[config.mk]
export PLATFORM = sky130hd
export DESIGN_NAME = axi_tx
export DESIGN_NICKNAME = d
export VERILOG_FILES = /design/src/rtl/axi_tx.sv
export SDC_FILE = /design/constraint.sdc
export NUM_CORES = 1
export LEC_CHECK = 0
export CORE_UTILIZATION = 55
export CTS_CLUSTER_SIZE = 12
export DETAILED_ROUTE_END_ITERATION = 6
export PLACE_DENSITY = 0.91
export SLEW_MARGIN = 20
export SYNTH_ARGS = -nofsm -noshare
export SYNTH_HDL_FRONTEND = slang
export SYNTH_SLANG_ARGS = --single-unit
[constraint.sdc]
create_clock -name clk -period 6.69 [get_ports clk]
set_input_delay 1.6725 -clock clk [delete_from_list [all_inputs] [get_ports clk]]
set_output_delay 1.6725 -clock clk [all_outputs]
set_load 0.05 [all_outputs]
[src/rtl/axi_tx.sv]
// axi_tx: beat FIFO feeding an AXI-Stream master, with frame and byte counting.
// Build option AXI_TX_PAD_EN: pads short frames to a 60-byte minimum.
module axi_tx #(
  parameter int DATA_WIDTH = 64,
  parameter int FIFO_DEPTH = 4
) (
  input  logic                              clk,
  input  logic                              rst,
  input  logic [DATA_WIDTH-1:0]             tdata_in,
  input  logic [$clog2(DATA_WIDTH/8+1)-1:0] idx_in,
  input  logic                              data_valid_in,
  input  logic                              last_flag_in,
  output logic                              tx_ready,
  output logic                              tvalid,
  output logic [DATA_WIDTH-1:0]             tdata,
  output logic [DATA_WIDTH/8-1:0]           tkeep,
  output logic                              tlast,
  input  logic                              tready,
  output logic [15:0]                       tx_frames,
  output logic                              proto_err
);
  localparam int KW = DATA_WIDTH / 8;
  localparam int AW = $clog2(FIFO_DEPTH);
  localparam int CW = AW + 1;
`ifdef AXI_TX_PAD_EN
  localparam logic [16:0] MIN_BYTES = 17'd60;
`endif

  // state  | meaning
  // IDLE   | FIFO empty, no frame in flight
  // DATA   | presenting FIFO entries
  // PAD    | emitting zero fill up to the minimum frame length
  typedef enum logic [1:0] {
    S_IDLE = 2'd0,
    S_DATA = 2'd1
`ifdef AXI_TX_PAD_EN
    , S_PAD = 2'd2
`endif
  } state_t;

  function automatic logic [16:0] popcnt(input logic [KW-1:0] k);
    logic [16:0] n;
    n = '0;
    for (int i = 0; i < KW; i++) n = n + 17'(k[i]);
    return n;
  endfunction

  function automatic logic [KW-1:0] low_mask(input logic [16:0] n);
    logic [KW-1:0] m;
    m = '0;
    for (int i = 0; i < KW; i++) m[i] = (17'(i) < n);
    return m;
  endfunction

  logic [DATA_WIDTH-1:0] r_mem_data [FIFO_DEPTH];
  logic [KW-1:0]         r_mem_keep [FIFO_DEPTH];
  logic [FIFO_DEPTH-1:0] r_mem_last;
  logic [AW-1:0]         r_wr_ptr, r_rd_ptr;
  logic [CW-1:0]         r_count;
  state_t                r_state;
  logic [15:0]           r_byte_cnt;
  logic [15:0]           r_frames;
  logic                  r_proto_err;

  state_t                w_state_nxt;
  logic                  w_full, w_empty, w_accept, w_push, w_pop, w_fire, w_valid;
  logic                  w_tag_last, w_tag_ok, w_proto_set;
  logic [KW-1:0]         w_in_keep;
  logic [CW-1:0]         w_cnt_nxt;
  logic [AW-1:0]         w_last_idx;
  logic [DATA_WIDTH-1:0] w_head_data, w_out_data;
  logic [KW-1:0]         w_head_keep, w_out_keep;
  logic                  w_head_last, w_out_last;
  logic [16:0]           w_byte_sum;
`ifdef AXI_TX_PAD_EN
  logic [16:0]           w_end_cnt, w_fill_cnt, w_pad_rem;
  logic                  w_pad_start;
`endif

  assign w_full     = (r_count == CW'(FIFO_DEPTH));
  assign w_empty    = (r_count == '0);
  assign w_accept   = data_valid_in && tx_ready;
  assign w_push     = w_accept && (idx_in != '0);
  assign w_in_keep  = low_mask(17'(idx_in));
  assign w_last_idx = r_wr_ptr - AW'(1);
  assign w_fire     = w_valid && tready;
  assign w_cnt_nxt  = r_count + CW'(w_push) - CW'(w_pop);

  // A zero-length last beat closes the frame on the newest entry, unless that
  // entry has already left (or is leaving this cycle).
  assign w_tag_last  = w_accept && (idx_in == '0) && last_flag_in;
  assign w_tag_ok    = w_tag_last && !w_empty && !((r_count == CW'(1)) && w_pop);
  assign w_proto_set = (w_tag_last && !w_tag_ok) ||
                       (w_accept && !last_flag_in && (17'(idx_in) < 17'(KW)));

  assign w_head_data = r_mem_data[r_rd_ptr];
  assign w_head_keep = r_mem_keep[r_rd_ptr];
  assign w_head_last = r_mem_last[r_rd_ptr];

`ifdef AXI_TX_PAD_EN
  assign w_pop   = w_fire && (r_state != S_PAD);
  assign w_valid = !rst && (!w_empty || (r_state == S_PAD));
`else
  assign w_pop   = w_fire;
  assign w_valid = !rst && !w_empty;
`endif

  always_comb begin
    w_out_data = w_head_data;
    w_out_keep = w_head_keep;
    w_out_last = w_head_last;
`ifdef AXI_TX_PAD_EN
    w_pad_start = 1'b0;
    w_end_cnt   = {1'b0, r_byte_cnt} + popcnt(w_head_keep);
    w_fill_cnt  = {1'b0, r_byte_cnt} + 17'(KW);
    w_pad_rem   = MIN_BYTES - {1'b0, r_byte_cnt};
    if (r_state == S_PAD) begin
      w_out_data = '0;
      w_out_keep = low_mask(w_pad_rem);
      w_out_last = (w_pad_rem <= 17'(KW));
    end else if (w_head_last && (w_end_cnt < MIN_BYTES)) begin
      // short final beat: widen to a full beat with unused bytes zeroed
      for (int b = 0; b < KW; b++)
        w_out_data[8*b +: 8] = w_head_keep[b] ? w_head_data[8*b +: 8] : 8'h00;
      w_out_keep  = '1;
      w_out_last  = (w_fill_cnt >= MIN_BYTES);
      w_pad_start = !w_out_last;
    end
`endif
  end

  assign w_byte_sum = {1'b0, r_byte_cnt} + popcnt(w_out_keep);

  always_comb begin
    w_state_nxt = r_state;
    case (r_state)
      S_IDLE, S_DATA: begin
        if (w_fire && w_out_last && (w_cnt_nxt == '0)) w_state_nxt = S_IDLE;
        else if (!w_empty)                             w_state_nxt = S_DATA;
`ifdef AXI_TX_PAD_EN
        if (w_fire && w_pad_start) w_state_nxt = S_PAD;
`endif
      end
`ifdef AXI_TX_PAD_EN
      S_PAD: begin
        if (w_fire && w_out_last) w_state_nxt = (w_cnt_nxt == '0) ? S_IDLE : S_DATA;
      end
`endif
      default: w_state_nxt = S_IDLE;
    endcase
  end

  always_ff @(posedge clk) begin
    if (rst) begin
      r_wr_ptr    <= '0;
      r_rd_ptr    <= '0;
      r_count     <= '0;
      r_state     <= S_IDLE;
      r_byte_cnt  <= '0;
      r_frames    <= '0;
      r_proto_err <= 1'b0;
    end else begin
      if (w_push) r_wr_ptr <= r_wr_ptr + AW'(1);
      if (w_pop)  r_rd_ptr <= r_rd_ptr + AW'(1);
      r_count <= w_cnt_nxt;
      r_state <= w_state_nxt;
      if (w_proto_set) r_proto_err <= 1'b1;
      if (w_fire) begin
        if (w_out_last) begin
          r_byte_cnt <= '0;
          r_frames   <= r_frames + 16'd1;
        end else begin
          r_byte_cnt <= w_byte_sum[16] ? 16'hFFFF : w_byte_sum[15:0];
        end
      end
    end
  end

  always_ff @(posedge clk) begin
    if (w_push) begin
      r_mem_data[r_wr_ptr] <= tdata_in;
      r_mem_keep[r_wr_ptr] <= w_in_keep;
      r_mem_last[r_wr_ptr] <= last_flag_in;
    end
    if (w_tag_ok) r_mem_last[w_last_idx] <= 1'b1;
  end

  assign tx_ready  = !rst && !w_full;
  assign tvalid    = w_valid;
  assign tdata     = w_valid ? w_out_data : '0;
  assign tkeep     = w_valid ? w_out_keep : '0;
  assign tlast     = w_valid && w_out_last;
  assign tx_frames = rst ? 16'd0 : r_frames;
  assign proto_err = !rst && r_proto_err;

endmodule

==> results by group <==
Power and ir drop
  • P_sw: roughly 0.0015 W
  • Logic pwr share: 0.217
  • Overall Power: just over 0.005 W
  • PwrDens: about 340 mW/mm^2
  • Seq pwr share: 0.453
  • Net Sw Frac: 0.282
  • Leakage power: slightly above 5 nW
  • Clock power share: 0.330
  • Worst vdd ir: 0.247 mV
  • Int Pwr: between 0.003 and 0.004 W

STA
  • Slew Limit Headroom: 0.400
  • Fin Setup TNS: 0 ps
  • Layout Skew: between 10 and 15 ps
  • Crit path time final: 5510 ps
  • WHS: 501 ps
  • Final period utilization: 0.824
  • Max-slew violation count: 0
  • RSZ-0062 raised after global routing: no
  • Final Hold Vio Count: 0
  • Max frequency: between 150 and 200 MHz
  • Measured slew at the worst slew-check pin: 900 ps
  • Final setup viols: 0

Synth
  • Yosys cell types: between 40 and 50
  • Post-synth EDFFs: between 200 and 300
  • Cell count after synthesis: 645
  • Net Count, Synth: around 730
  • Avg Cell Area, Syn: 19.3 um^2
  • Ranking of synthesized cells by area: edfxtp_1 (69%), mux4_2 (13%), dfxtp_1 (4.8%)
  • Synth Flop Type: edfxtp_1
  • #FFs+latches synth: between 300 and 400
  • Yosys warns: 0
  • Ys async rst share: 0
  • Synth top area share: 0.694
  • Area leader, netlist: edfxtp_1
  • Syn Std Cell Area: ~0.012 mm^2
  • Seq/Total Area, Yosys: 0.742

Worst setup path
  • CP endpoint kind: output port
  • Worst R2R End: r_mem_data[3][46]
  • Flop2flop setup slack: between 3000 and 4000 ps
  • Worst Path Required: about 5000 ps
  • Crit. Startpoint: rst
  • R2r startpoint: r_count[1]
  • Peak fanout along the critical path: 31
  • Critical Path AT: ~3800 ps
  • Worst reg-to-reg path cell count: 6
  • Critical path class: primary input to output port
  • CP startpoint kind: primary input

Floorplanning
  • Cell Rows: between 50 and 60
  • Io pins: about 170
  • Die Width: 153 um
  • Die Ht: 153 um
  • Die footprint: between 0.02 and 0.025 mm^2
  • Core ar.: roughly 0.022 mm^2
  • Initial Utilization: 0.566

Detailed routing
  • Via/cell ratio: ~5.8
  • Residual DRC: 16
  • Vias: roughly 6500
  • First drt pass iteration count: 7
  • Violation count after the first detailed-routing iteration: around 410
  • Total wire length: 24800 um
  • WL/cell: ~22 um
  • Final ANT Viol Nets: 0

Layout
  • Final Core Density: 0.696
  • Layout cells sized above 1: 0.227
  • Commonest non-fill, non-tap cells in the layout: edfxtp_1 (288), clkdlybuf4s50_1 (114), mux4_2 (73), and2_1 (73), buf_4 (59)
  • Fin nets: about 910
  • Most common cell after layout, fill and taps aside: edfxtp_1
  • P&R area growth vs syn: 23.0%
  • Non-filler instance count after layout: ~1100

Min path
  • Worst Hold Class: flop to flop
  • Min-Delay Path Depth: 1
  • Hold_sp: r_mem_last[0]
  • Hold endpoint: r_mem_last[0]

Global route
  • Largest net degree at the start of global routing: 45
  • Initial antenna violation count: 3
  • GR Util All Layers: 0.218
  • Global route overflow: 0
  • Vias in the first global route: around 6800
  • Global-route wire length before repair: around 38000 um

CTS
  • Hold bufs inserted after CTS: 0
  • Root buffer cell: clkbuf_16
  • Postcts setup bufs: 0
  • Total CTS buffers: 34
  • CTS tree: yes
  • Clk Latency, worst-skew pair: 490 ps
  • CTS sink count: about 320
  • Cts repair resizes: 0
  • CTS clk-pin slew, worst paths: around 60 ps
  • CTS max path bufs: 3
  • H-Tree Depth: 2

Flow run
  • Max Cap Violations: 0

Outcome
  • Violated checks: DRC
  • Status: finished with violations

Place
  • Dpl hpwl: between 10000 and 15000 um
  • Dpl cells: 1068
  • GP Congestion: just under 0.8
  • Port Buf Inserts: approximately 160
[through the flow]
stage | cell area, um^2 | setup WS (ps)
after floorplan | 12500 | 1950
after global placement | 14300 | 1280
after detailed placement | 14300 | 1150
after CTS | 15300 | 1150
after global routing | 15300 | 1070
final | 15300 | 1180
[registers in the layout (all words and copies together) (netlist names), named ones only]
register / cells
r_mem_data: 256
r_mem_keep: 32
r_frames: 16
r_mem_last: 4
r_count: 3
r_rd_ptr: 2
r_wr_ptr: 2
r_proto_err: 1
[power by group through the flow]
| stage | clock network [W] | registers [W] | logic, W |
|---|---|---|---|
| floorplan | 0 | 0.00232 | 0.000805 |
| global placement | 0 | 0.00237 | 0.00110 |
| detailed placement | 0 | 0.00237 | 0.00112 |
| CTS | 0.00173 | 0.00233 | 0.00113 |
| global route | 0.00180 | 0.00234 | 0.00117 |
| finish | 0.00170 | 0.00233 | 0.00112 |
[per-layer routing]
metal  wire length (um)  vias to the layer above  GRT usage  part of all wire
li1                   -                     2925          -                 -
met1               9710                     3300      0.284              0.39
met2              12600                      277      0.371              0.51
met3               2080                       42     0.0484             0.084
met4                424                        0     0.0620             0.017
met5                  0                        -          0                 0
[worst max-delay path by stage]
stage | end | cells past startpoint | slack (ps)
detailed placement | tdata[43] | 4 | 1150
global placement | tdata[39] | 4 | 1280
global route | tdata[1] | 4 | 1070
floorplan | tdata[39] | 4 | 1950
CTS | tdata[43] | 4 | 1150
finish | tdata[43] | 4 | 1180
[Yosys cell counts (2+ instances only)]
| library cell | n |
|---|---|
| and2_1 | 73 |
| nor4_1 | 2 |
| a221o_1 | 4 |
| nand4_1 | 3 |
| o21ai_0 | 5 |
| or3_1 | 3 |
| nor2b_1 | 18 |
| and3_1 | 5 |
| and4_1 | 2 |
| mux2i_1 | 2 |
| a21o_1 | 3 |
| xor2_1 | 4 |
| nand2_1 | 13 |
| xnor2_1 | 3 |
| buf_2 | 9 |
| mux4_2 | 73 |
| inv_1 | 10 |
| mux2_2 | 2 |
| or4_1 | 8 |
| a21oi_1 | 9 |
| nor2_1 | 15 |
| nand3_1 | 8 |
| dfxtp_1 | 30 |
| edfxtp_1 | 288 |
| o31ai_1 | 8 |
| ha_1 | 7 |
| clkbuf_1 | 21 |
[cell type report]
class / instances / area, um^2
clock inverters: 6 / 58.8
well taps: 280 / 350
repair buffers: 175 / 1620
flip-flops and latches: 318 / 9260
inverters: 10 / 42.5
diodes: 2 / 5.00
multi-input cells: 285 / 3060
clock buffers: 49 / 938
fillers: 1360 / 6690
[worst max-delay path, cell delays in order]
cell and delay [ps]:
clkdlybuf4s50_1 460, nor2b_4 620, and2_1 240, clkdlybuf4s50_1 830
[cells by family after synthesis]
kind of cell | Yosys count | share of synthesized area
DFF | 318 | 0.742
and+or+nand+nor | 160 | 0.0775
muxes | 77 | 0.135
buffers and inverters | 42 | 0.0141
AOI/OAI and AO/OA | 33 | 0.0179
adders and majority gates | 8 | 0.00863
xor gates and xnor gates | 7 | 0.00492
Power figures use the tool's default switching activity.
